[src/rtl/neocore_pkg.sv]
// Shared fetch-path types and widths for the neocore front end.
package neocore_pkg;

  localparam int unsigned PC_W            = 32;
  localparam int unsigned CNT_W           = 32;
  localparam int unsigned FETCH_BYTES_DEF = 4;

  typedef enum logic {
    RS_RUN,
    RS_PEND
  } redirect_state_e;

endpackage

[src/rtl/fetch_pc_gen.sv]
// Fetch PC register: sequential increment after each completed fetch, or load on redirect.
module fetch_pc_gen
  import neocore_pkg::*;
#(
  parameter logic [PC_W-1:0] RESET_PC    = '0,
  parameter int unsigned     FETCH_BYTES = FETCH_BYTES_DEF
) (
  input  logic            clk_i,
  input  logic            rst_i,
  input  logic            load_i,
  input  logic [PC_W-1:0] load_pc_i,
  input  logic            inc_i,
  output logic [PC_W-1:0] pc_o
);

  localparam logic [PC_W-1:0] PC_INC = PC_W'(FETCH_BYTES);

  logic [PC_W-1:0] pc_q;
  logic [PC_W-1:0] pc_d;

  // Redirect load has priority; the add wraps naturally modulo 2^32.
  always_comb begin
    pc_d = pc_q;
    if (load_i) begin
      pc_d = load_pc_i;
    end else if (inc_i) begin
      pc_d = pc_q + PC_INC;
    end
  end

  always_ff @(posedge clk_i) begin
    if (rst_i) begin
      pc_q <= RESET_PC;
    end else begin
      pc_q <= pc_d;
    end
  end

  assign pc_o = pc_q;

endmodule

[src/rtl/fetch_redirect_unit.sv]
// Fetch redirect: owns the fetch handshake, flushes on taken branches, parks redirects behind outstanding fetches.
// Optional taken-redirect counter enabled by NEOCORE_REDIRECT_STATS_EN.
module fetch_redirect_unit
  import neocore_pkg::*;
#(
  parameter logic [PC_W-1:0] RESET_PC    = 32'h0000_0000,
  parameter int unsigned     FETCH_BYTES = FETCH_BYTES_DEF
) (
  input  logic             clk,
  input  logic             rst,
  input  logic             resolve_valid,
  input  logic             branch_taken,
  input  logic [PC_W-1:0]  branch_pc,
  input  logic             stall_in,
  output logic             fetch_req,
  output logic [PC_W-1:0]  fetch_pc,
  input  logic             fetch_ack,
  output logic             fetch_discard,
  output logic             flush_o,
  output logic [CNT_W-1:0] redirect_count
);

  redirect_state_e state_q, state_d;
  logic            fetch_req_q, fetch_req_d;
  logic            flush_q, flush_d;
  logic [PC_W-1:0] pend_pc_q, pend_pc_d;
  logic            pc_load, pc_inc;
  logic [PC_W-1:0] pc_load_val;
  logic            discard_c;
  logic            taken, done;

  assign taken = resolve_valid && branch_taken;
  assign done  = fetch_req_q && fetch_ack;

  fetch_pc_gen #(
    .RESET_PC   (RESET_PC),
    .FETCH_BYTES(FETCH_BYTES)
  ) u_pc_gen (
    .clk_i    (clk),
    .rst_i    (rst),
    .load_i   (pc_load),
    .load_pc_i(pc_load_val),
    .inc_i    (pc_inc),
    .pc_o     (fetch_pc)
  );

  always_comb begin
    state_d     = state_q;
    fetch_req_d = fetch_req_q;
    flush_d     = taken;
    pend_pc_d   = pend_pc_q;
    pc_load     = 1'b0;
    pc_load_val = branch_pc;
    pc_inc      = 1'b0;
    discard_c   = 1'b0;
    case (state_q)
      RS_RUN: begin
        if (taken) begin
          if (!fetch_req_q || fetch_ack) begin
            pc_load     = 1'b1;
            fetch_req_d = !stall_in;
            discard_c   = done;
          end else begin
            // Request in flight keeps its address; target waits for the ack.
            pend_pc_d = branch_pc;
            state_d   = RS_PEND;
          end
        end else if (done) begin
          pc_inc      = 1'b1;
          fetch_req_d = !stall_in;
        end else if (!fetch_req_q) begin
          fetch_req_d = !stall_in;
        end
      end
      RS_PEND: begin
        if (done) begin
          discard_c   = 1'b1;
          pc_load     = 1'b1;
          pc_load_val = taken ? branch_pc : pend_pc_q;
          state_d     = RS_RUN;
          fetch_req_d = !stall_in;
        end else if (taken) begin
          pend_pc_d = branch_pc;
        end
      end
    endcase
  end

  always_ff @(posedge clk) begin
    if (rst) begin
      state_q     <= RS_RUN;
      fetch_req_q <= 1'b0;
      flush_q     <= 1'b0;
      pend_pc_q   <= '0;
    end else begin
      state_q     <= state_d;
      fetch_req_q <= fetch_req_d;
      flush_q     <= flush_d;
      pend_pc_q   <= pend_pc_d;
    end
  end

  assign fetch_req     = fetch_req_q;
  assign flush_o       = flush_q;
  assign fetch_discard = discard_c;

`ifdef NEOCORE_REDIRECT_STATS_EN
  logic [CNT_W-1:0] count_q;

  always_ff @(posedge clk) begin
    if (rst) begin
      count_q <= '0;
    end else if (taken && (count_q != '1)) begin
      count_q <= count_q + CNT_W'(1);
    end
  end

  assign redirect_count = count_q;
`else
  assign redirect_count = '0;
`endif

endmodule
[config.mk]
export PLATFORM = sky130hd
export DESIGN_NAME = fetch_redirect_unit
export DESIGN_NICKNAME = d
export VERILOG_FILES = /design/src/rtl/neocore_pkg.sv /design/src/rtl/fetch_pc_gen.sv /design/src/rtl/fetch_redirect_unit.sv
export SDC_FILE = /design/constraint.sdc
export NUM_CORES = 1
export LEC_CHECK = 0
export BUFFER_PORTS_ARGS = -buffer_cell sky130_fd_sc_hd__buf_2
export CAP_MARGIN = 0
export CORE_AREA = 2 2 93 95
export CTS_BUF_LIST = sky130_fd_sc_hd__clkbuf_8
export CTS_CLUSTER_SIZE = 16
export DETAILED_ROUTE_END_ITERATION = 10
export DIE_AREA = 0 0 95 97
export PLACE_DENSITY = 0.75
export SYNTH_ARGS = -nofsm -noshare
export SYNTH_HDL_FRONTEND = slang
export SYNTH_SLANG_ARGS = --single-unit
[constraint.sdc]
create_clock -name clk -period 2.93 [get_ports clk]
set_clock_uncertainty 0.1 [all_clocks]
set_input_delay 0.1465 -clock clk [delete_from_list [all_inputs] [get_ports clk]]
set_output_delay 0.1465 -clock clk [all_outputs]
set_load 0.02 [all_outputs]
After elaboration in Yosys (flattened, before gate mapping):

Index checks and enable logic that the tools add are counted.

* bits in latches: 0
* memory bits (writable): 0
* output and inout port bits: 67
* register bits after elaboration: 67
* memory bits (read-only): 0
* memories kept: 0
* input bits: 38

* shifts and indexed selects: 0
* divide/modulo/power cells: 0
* order comparisons: 0
* multiplexer cells: 28
* equal/unequal tests: 5
* $mul: 0
* add/sub/neg operators: 1
* bitwise gates (word level): 1
* reductions and logical operators: 8

Operators by type and width (count)
* $mux W32: 8
* $pmux W32 S2: 1
* $add A32 B3 Y32 const B: 1
* $mux W1: 15
* $pmux W1 S2: 4
* $ne A2 B2 Y1 const B: 3
* $ne A3 B3 Y1 const B: 1
* $reduce_and A3 Y1: 1
* $logic_and A1 B1 Y1: 2
* $logic_not A1 Y1: 2
* $ne A2 B1 Y1 const B: 1
* $reduce_and A2 Y1: 1
* $reduce_bool A2 Y1: 1
* $logic_or A1 B1 Y1: 1
* $not A1 Y1: 1

Depth between registers and ports, before layout:

Gate-level depths: netlist of run 1.

* word-level depth: 6
* depth in mapped cells: 8
* gate-level depth less buffers: 6

Hierarchy:

A second synthesis of run 1 with hierarchy kept.

* cell total of the unflattened synthesis: 461
* area total of the unflattened synthesis: 4110.2 um2

By module, submodules not included
* fetch_redirect_unit: area an instance 2217.1 um2, cells an instance 227, instances 1
* fetch_pc_gen: area an instance 1893.1 um2, cells an instance 234, instances 1

Worst setup path after synthesis of run 1:

OpenSTA, ideal clock, no wires.

* path type: reg-to-reg
* start point: register u_pc_gen.pc_q[2], in the netlist u_pc_gen.pc_o[2]
* end point: register u_pc_gen.pc_q[24], in the netlist u_pc_gen.pc_o[24]
* clock period less this slack: 2.152 ns
* stages on the path, launching flop included: 8
* arrival: 1.918 ns
* path buffers: 1
* slack: 0.778 ns
* path through: dfxtp_1 ha_1 nand3_2 or3_1 buf_2 o31a_1 o21ai_1 a211oi_2

* longest elaborated chain between the ends: 3

Ends and longest elaborated chain
* start: declaration: line fetch_pc_gen.sv:18 `logic [PC_W-1:0] pc_q;`
* start signal: assignment: line fetch_pc_gen.sv:35 `pc_q <= pc_d;`
* $add A32 B3 Y32: line fetch_pc_gen.sv:27 `pc_d = pc_q + PC_INC;`
* $mux W32: line fetch_pc_gen.sv:26 `end else if (inc_i) begin`
* $mux W32: line fetch_pc_gen.sv:24 `if (load_i) begin`

Every way passes these cells. The select of a mux whose other input is x is not followed.
A chain may end at the register's enable or synchronous reset.

Worst setup path in the final report of run 1:

* start point: input port fetch_ack
* end point: register u_pc_gen.pc_q[21], in the netlist u_pc_gen.pc_o[21]

* longest elaborated chain between the ends: 5
* elaborated cells between the ends (all ways): 12
* classes of those cells: mux: 9; reduce/logical: 3

Ends and longest elaborated chain
* start: declaration: line fetch_redirect_unit.sv:17 `input logic fetch_ack,`
* $logic_or A1 B1 Y1 / $logic_and A1 B1 Y1 (equally long branches): line fetch_redirect_unit.sv:59, fetch_redirect_unit.sv:33
* $mux W1 (on tied branches): line fetch_redirect_unit.sv:59, fetch_redirect_unit.sv:68, fetch_redirect_unit.sv:76
* $mux W1: line fetch_redirect_unit.sv:58 `if (taken) begin`
* $pmux W1 S2 / $mux W1 (equally long branches): line fetch_redirect_unit.sv:56 `case (state_q)`
* $mux W32 / $reduce_bool A2 Y1 (equally long branches)

Several ways; a longest one is shown, not always the timed one.

==> flow_summary.yaml, run 1 <==
clock_network:
  cts.sinks: 67
  htreeDepth: 3
  clock_latency_ns: 0.35
  root_buffer: "clkbuf_8"
  post_cts_buffers: 0
  cts_hold_buf: 33
  clockBufferDepth: 2
  cts_tree: "built"
  cts_buffers: 9
  clk_pin_slew_worst_paths_ns: 0.07
  ctsResizeCount: 0
detailed_routing:
  wl_per_cell_um: 16.02
  vias: 4461
  routed_wirelength_um: 12080
  antenna_left: 0
  routed_via_density: 5.916
  drt_iter0_drc: 321
  drc: 0
  dr.pass1.iters: 7
synthesis:
  synth_edf_count: 0
  ys_seq_elements: 67
  synthArstFlopShare_pct: 0
  syn_area_um2: 4049
  synth_cell_types: 61
  ys_seq_area_share_pct: 33.13
  synth_top_flop_cell: "dfxtp_1"
  yosysWarnings: 0
  syn_area_per_cell_um2: 7.295
  synthCells: 555
grt:
  grt_pass1_vias: 4099
  grt.overflow.total: 0
  grt_max_degree: 32
  grt_antenna_before_repair: 0
  grt_pass1_wl_um: 19200
  grt_use_total_pct: 26.25
placed_design:
  dp_hpwl_um: 8322
  dpl_cell_area_um2: 4354
  gp_congestion: 0.9891
  numPortBuffers: 72
  placedCellCount: 706
cells_and_area:
  final_common_cell: "nand2_1"
  final_area_um2: 4863
  fillers: 751
  antenna_cells: 0
  final_nets: 684
  finalNonFillerCells: 754
  area_growth_pct: 20.12
  final_cell_mix: "nand2_1 (109), buf_2 (72), dfxtp_1 (67)"
  fin_util_pct: 59.79
  drive_above_1_share_pct: 18.80
flow_run:
  cap_viol_max_count: 0
floorplanning:
  fp.dieH_um: 97
  start_util_pct: 49.78
  num_rows: 33
  coreArea_um2: 8134
  dieWidth_um: 95
  die-area_um2: 9215
  ios: 105
sta:
  fin_crit_sh_pct: 80.45
  worstMarginPinSlew_ns: 1.003
  setup_viol: 0
  relSlewSlack_pct: 33.15
  slew_violations: 0
  min_period_ns: 2.357
  clock.fmax_ghz: 0.4242
  rsz0062_at_grt: "no"
  hold_viol_final: 0
  fin_setup_tns_ns: 0
  whs_ns: 0.01336
setup_path:
  start_kind: "primary input"
  arrival_ns: 2.50
  crit_type: "primary input to flip-flop"
  crit_path_max_incr_delay_ns: 0.80
  critPathSlowestCell: "o22ai_2"
  crit_chain: "dlygate4sd3_1 -> buf_2 -> and2_1 -> o22ai_2 -> a21boi_0 -> a2111oi_2"
  path_max_fanout: 22
  cp-end-kind: "flip-flop"
  critPathRequiredTime_ns: 3.07
power:
  peakVddDrop_mv: 0.2838
  power_density_nw_per_um2: 458.3
  leakage_nw: 1.851
worst_hold_path:
  min_path_type: "primary input to flip-flop"
run_status:
  outcome: "completed"
[report_power, final]
group | switching [W] | internal [W]
clock network | 0.000347 | 0.000366
registers | 0.0000609 | 0.000961
logic | 0.000311 | 0.000184
[state kept, by name (all words and copies together), names as in the netlist]
| name | flops |
|---|---|
| fetch_req | 1 |
| state_q | 1 |
| pend_pc_q | 32 |
| u_pc_gen.pc_o | 32 |
| flush_o | 1 |
[path summary, 6_finish.rpt]
check                                    from                 to  cells past startpoint  slack (ns)
worst max-delay path                fetch_ack  u_pc_gen.pc_o[21]                      6        0.57
worst max register to register      fetch_req  u_pc_gen.pc_o[21]                      4        0.64
worst min register to register  pend_pc_q[30]      pend_pc_q[30]                      2        0.36
worst min-delay path                 stall_in          fetch_req                      4        0.01
[cell usage after synthesis, drive strengths merged, types with 10 or more instances]
master  instances  share of area (%)
dfxtp          67                 33
a211oi         13                2.5
nand2         109                 10
o21ai          28                3.6
clkbuf         21                1.9
nor3           15                2.1
o22ai          20                3.2
a21oi          62                7.7
buf            53                8.8
a32oi          10                2.2
nor2           34                3.2
inv            13                1.2
nand3          26                3.3
[critical path, delay by kind of cell]
kind                   cells  cell delay (ns)
AOI/OAI and AO/OA          3             1.40
buffers and inverters      2             0.68
and+or+nand+nor            1             0.27
[area by class of cell]
class                      instances  area (µm²)  share of cell area (%)
timing repair buffer             122       818.3                   16.83
tap                              105       131.4                   2.701
multi-input combinational        432        2345                   48.21
clock inverter                     3       13.76                  0.2830
clock buffer                      12       165.2                   3.396
inverter                          13       48.80                   1.003
sequential                        67        1341                   27.58
[logic make-up (layout without fill, tap and decap cells)]
family / count (synthesis) / in the layout / share of synthesized area [%]
flops: 67 / 67 / 33.13
compound gates: 174 / 174 / 28.21
fa+ha+maj: 1 / 1 / 0.3090
other cells: 1 / 32 / 0.09262
mux: 4 / 4 / 1.082
buf+inv: 87 / 150 / 11.96
simple gates: 221 / 221 / 25.22
[metrics by stage]
step                      setup WS (ns)  power (W)
final                            0.5728   0.002229
after global routing             0.4519   0.002323
after CTS                        0.6269   0.002232
after detailed placement         0.6477   0.001493
after global placement           0.7469   0.001480
after floorplan                  0.7777   0.001375
[metal layers]
layer  track usage, %  wire, µm  vias up
met3            5.218       930       34
met5                0         0        -
met1            32.23      4848     2110
met4            10.93       340        0
li1                 -         -     2110
met2            44.19      5959      207
(Power assumes the default switching activity.)
==> run 2: changes to the inputs <==
Clock period 2.93 ns to 2.4 ns, I/O delays scaled along.
==> flow_summary.yaml, run 2 (synthesis gave the netlist of run 1 again) <==
run_status:
  outcome: "completed"
setup_path:
  path_max_fanout: 10
  arrival_ns: 2.42
  worstPathBufferInverterCount: 2
  start_kind: "primary input"
  critPathRequiredTime_ns: 2.55
  cp_top_family: "compound AO/OA/AOI/OAI gates"
  crit_path_max_incr_delay_ns: 0.71
  cp-end-kind: "flip-flop"
  crit_chain: "dlygate4sd3_1 -> buf_2 -> and2_1 -> o21ai_1 -> o221ai_1 -> a2111oi_2"
  crit_type: "primary input to flip-flop"
  critPathSlowestCell: "o21ai_1"
detailed_routing:
  dr.pass1.iters: 7
  wl_per_cell_um: 15.98
  routed_wirelength_um: 12240
  drc: 0
  antenna_left: 0
  drt_iter0_drc: 328
  vias: 4450
  routed_via_density: 5.809
cells_and_area:
  fillers: 751
  final_cell_mix: "nand2_1 (109), buf_2 (72), dfxtp_1 (67)"
  final_nets: 696
  drive_above_1_share_pct: 19.97
  final_common_cell: "nand2_1"
  antenna_cells: 0
  fin_util_pct: 60.79
  area_growth_pct: 22.13
power:
  power_density_nw_per_um2: 544.4
  leakage_nw: 1.905
  peakVddDrop_mv: 0.3396
placed_design:
  dp_hpwl_um: 8513
  gp_congestion: 0.9579
  numPortBuffers: 72
floorplanning:
  ios: 105
  start_util_pct: 49.78
  die-area_um2: 9215
  coreArea_um2: 8134
  fp.dieH_um: 97
  dieWidth_um: 95
  num_rows: 33
clock_network:
  cts.sinks: 67
  post_cts_buffers: 0
  clock_latency_ns: 0.36
  clk_pin_slew_worst_paths_ns: 0.07
  root_buffer: "clkbuf_8"
  cts_buffers: 9
  cts_tree: "built"
  clockBufferDepth: 2
  htreeDepth: 3
grt:
  grt_max_degree: 46
  grt_pass1_vias: 4096
  grt_antenna_before_repair: 0
  grt.overflow.total: 0
  grt_use_total_pct: 27.03
  grt_pass1_wl_um: 19990
sta:
  slew_violations: 0
  fin_setup_tns_ns: 0
  setup_viol: 0
  min_period_ns: 2.267
  fin_crit_sh_pct: 94.45
  clock.fmax_ghz: 0.4412
  rsz0062_at_grt: "no"
  relSlewSlack_pct: 43.24
  worstMarginPinSlew_ns: 0.8513
  hold_viol_final: 0
flow_run:
  cap_viol_max_count: 0
worst_hold_path:
  min_path_type: "primary input to flip-flop"
-- run 2: cell types whose count changed in the layout (fill, tap and decap cells not counted) --
cell           previous run  this run
dlygate4sd3_1            33        34
o21ai_2                   1         0
buf_4                    17        28
inv_1                    14        15
o21ai_4                   0         1
clkinv_2                  2         3
clkbuf_8                 12        10
-- run 2: repair_timing --
item | CTS | global route
endpoints found under the hold margin | 35 | 0
hold buffers | 34 | 0
setup endpoints to repair | 0 | 3
gates resized for setup | 0 | 1
-- run 2: worst paths after layout --
kind | startpoint | endpoint | slack, ns | depth (start not counted)
worst min register to register | pend_pc_q[26] | pend_pc_q[26] | 0.36 | 2
worst max-delay path | fetch_ack | u_pc_gen.pc_o[17] | 0.13 | 6
worst max register to register | fetch_req | u_pc_gen.pc_o[6] | 0.14 | 6
worst min-delay path | branch_taken | u_pc_gen.pc_o[0] | 0.20 | 5
-- run 2: routing by layer --
metal	wire length, µm	up-vias	share of wire, %	track usage (%)
li1	-	2137	-	-
met4	324	0	2.6	9.922
met2	5884	186	48	43.26
met5	0	-	0	0
met3	809	22	6.6	5.607
met1	5222	2105	43	35.56
-- run 2: metrics by stage --
step | total power, W | std cells | setup WS [ns] | cell area (µm²) | hold slack (ns)
final | 0.002692 | 766 | 0.1333 | 4945 | 0.1972
after global routing | 0.002816 | 766 | 0.03358 | 4945 | 0.2672
after CTS | 0.002694 | 766 | 0.1589 | 4937 | 0.1877
after detailed placement | 0.001839 | 717 | 0.1743 | 4437 | 0.2787
after global placement | 0.001825 | 717 | 0.3159 | 4437 | 0.2733
after floorplan | 0.001679 | 586 | 0.2477 | 4165 | 0.1560
-- run 2: area by class of cell --
type	count	area (µm²)	share of cell area, %
clock buffers	10	137.6	2.783
clock inverters	5	22.52	0.4555
inverters	13	48.80	0.9868
multi-input cells	432	2352	47.57
flip-flops and latches	67	1341	27.13
well taps	105	131.4	2.657
repair buffers	134	910.9	18.42
-- run 2: power by group --
part	internal [W]	switching, W
clock	0.000384	0.000436
combinational	0.000239	0.000398
sequential	0.00117	0.0000617
total	0.00180	0.000896
-- run 2: tightest hold or removal path: stages --
cell	delay, ns
buf_2	0.12
nand3_1	0.08
nor2_1	0.05
o21ai_0	0.17
a21oi_1	0.06
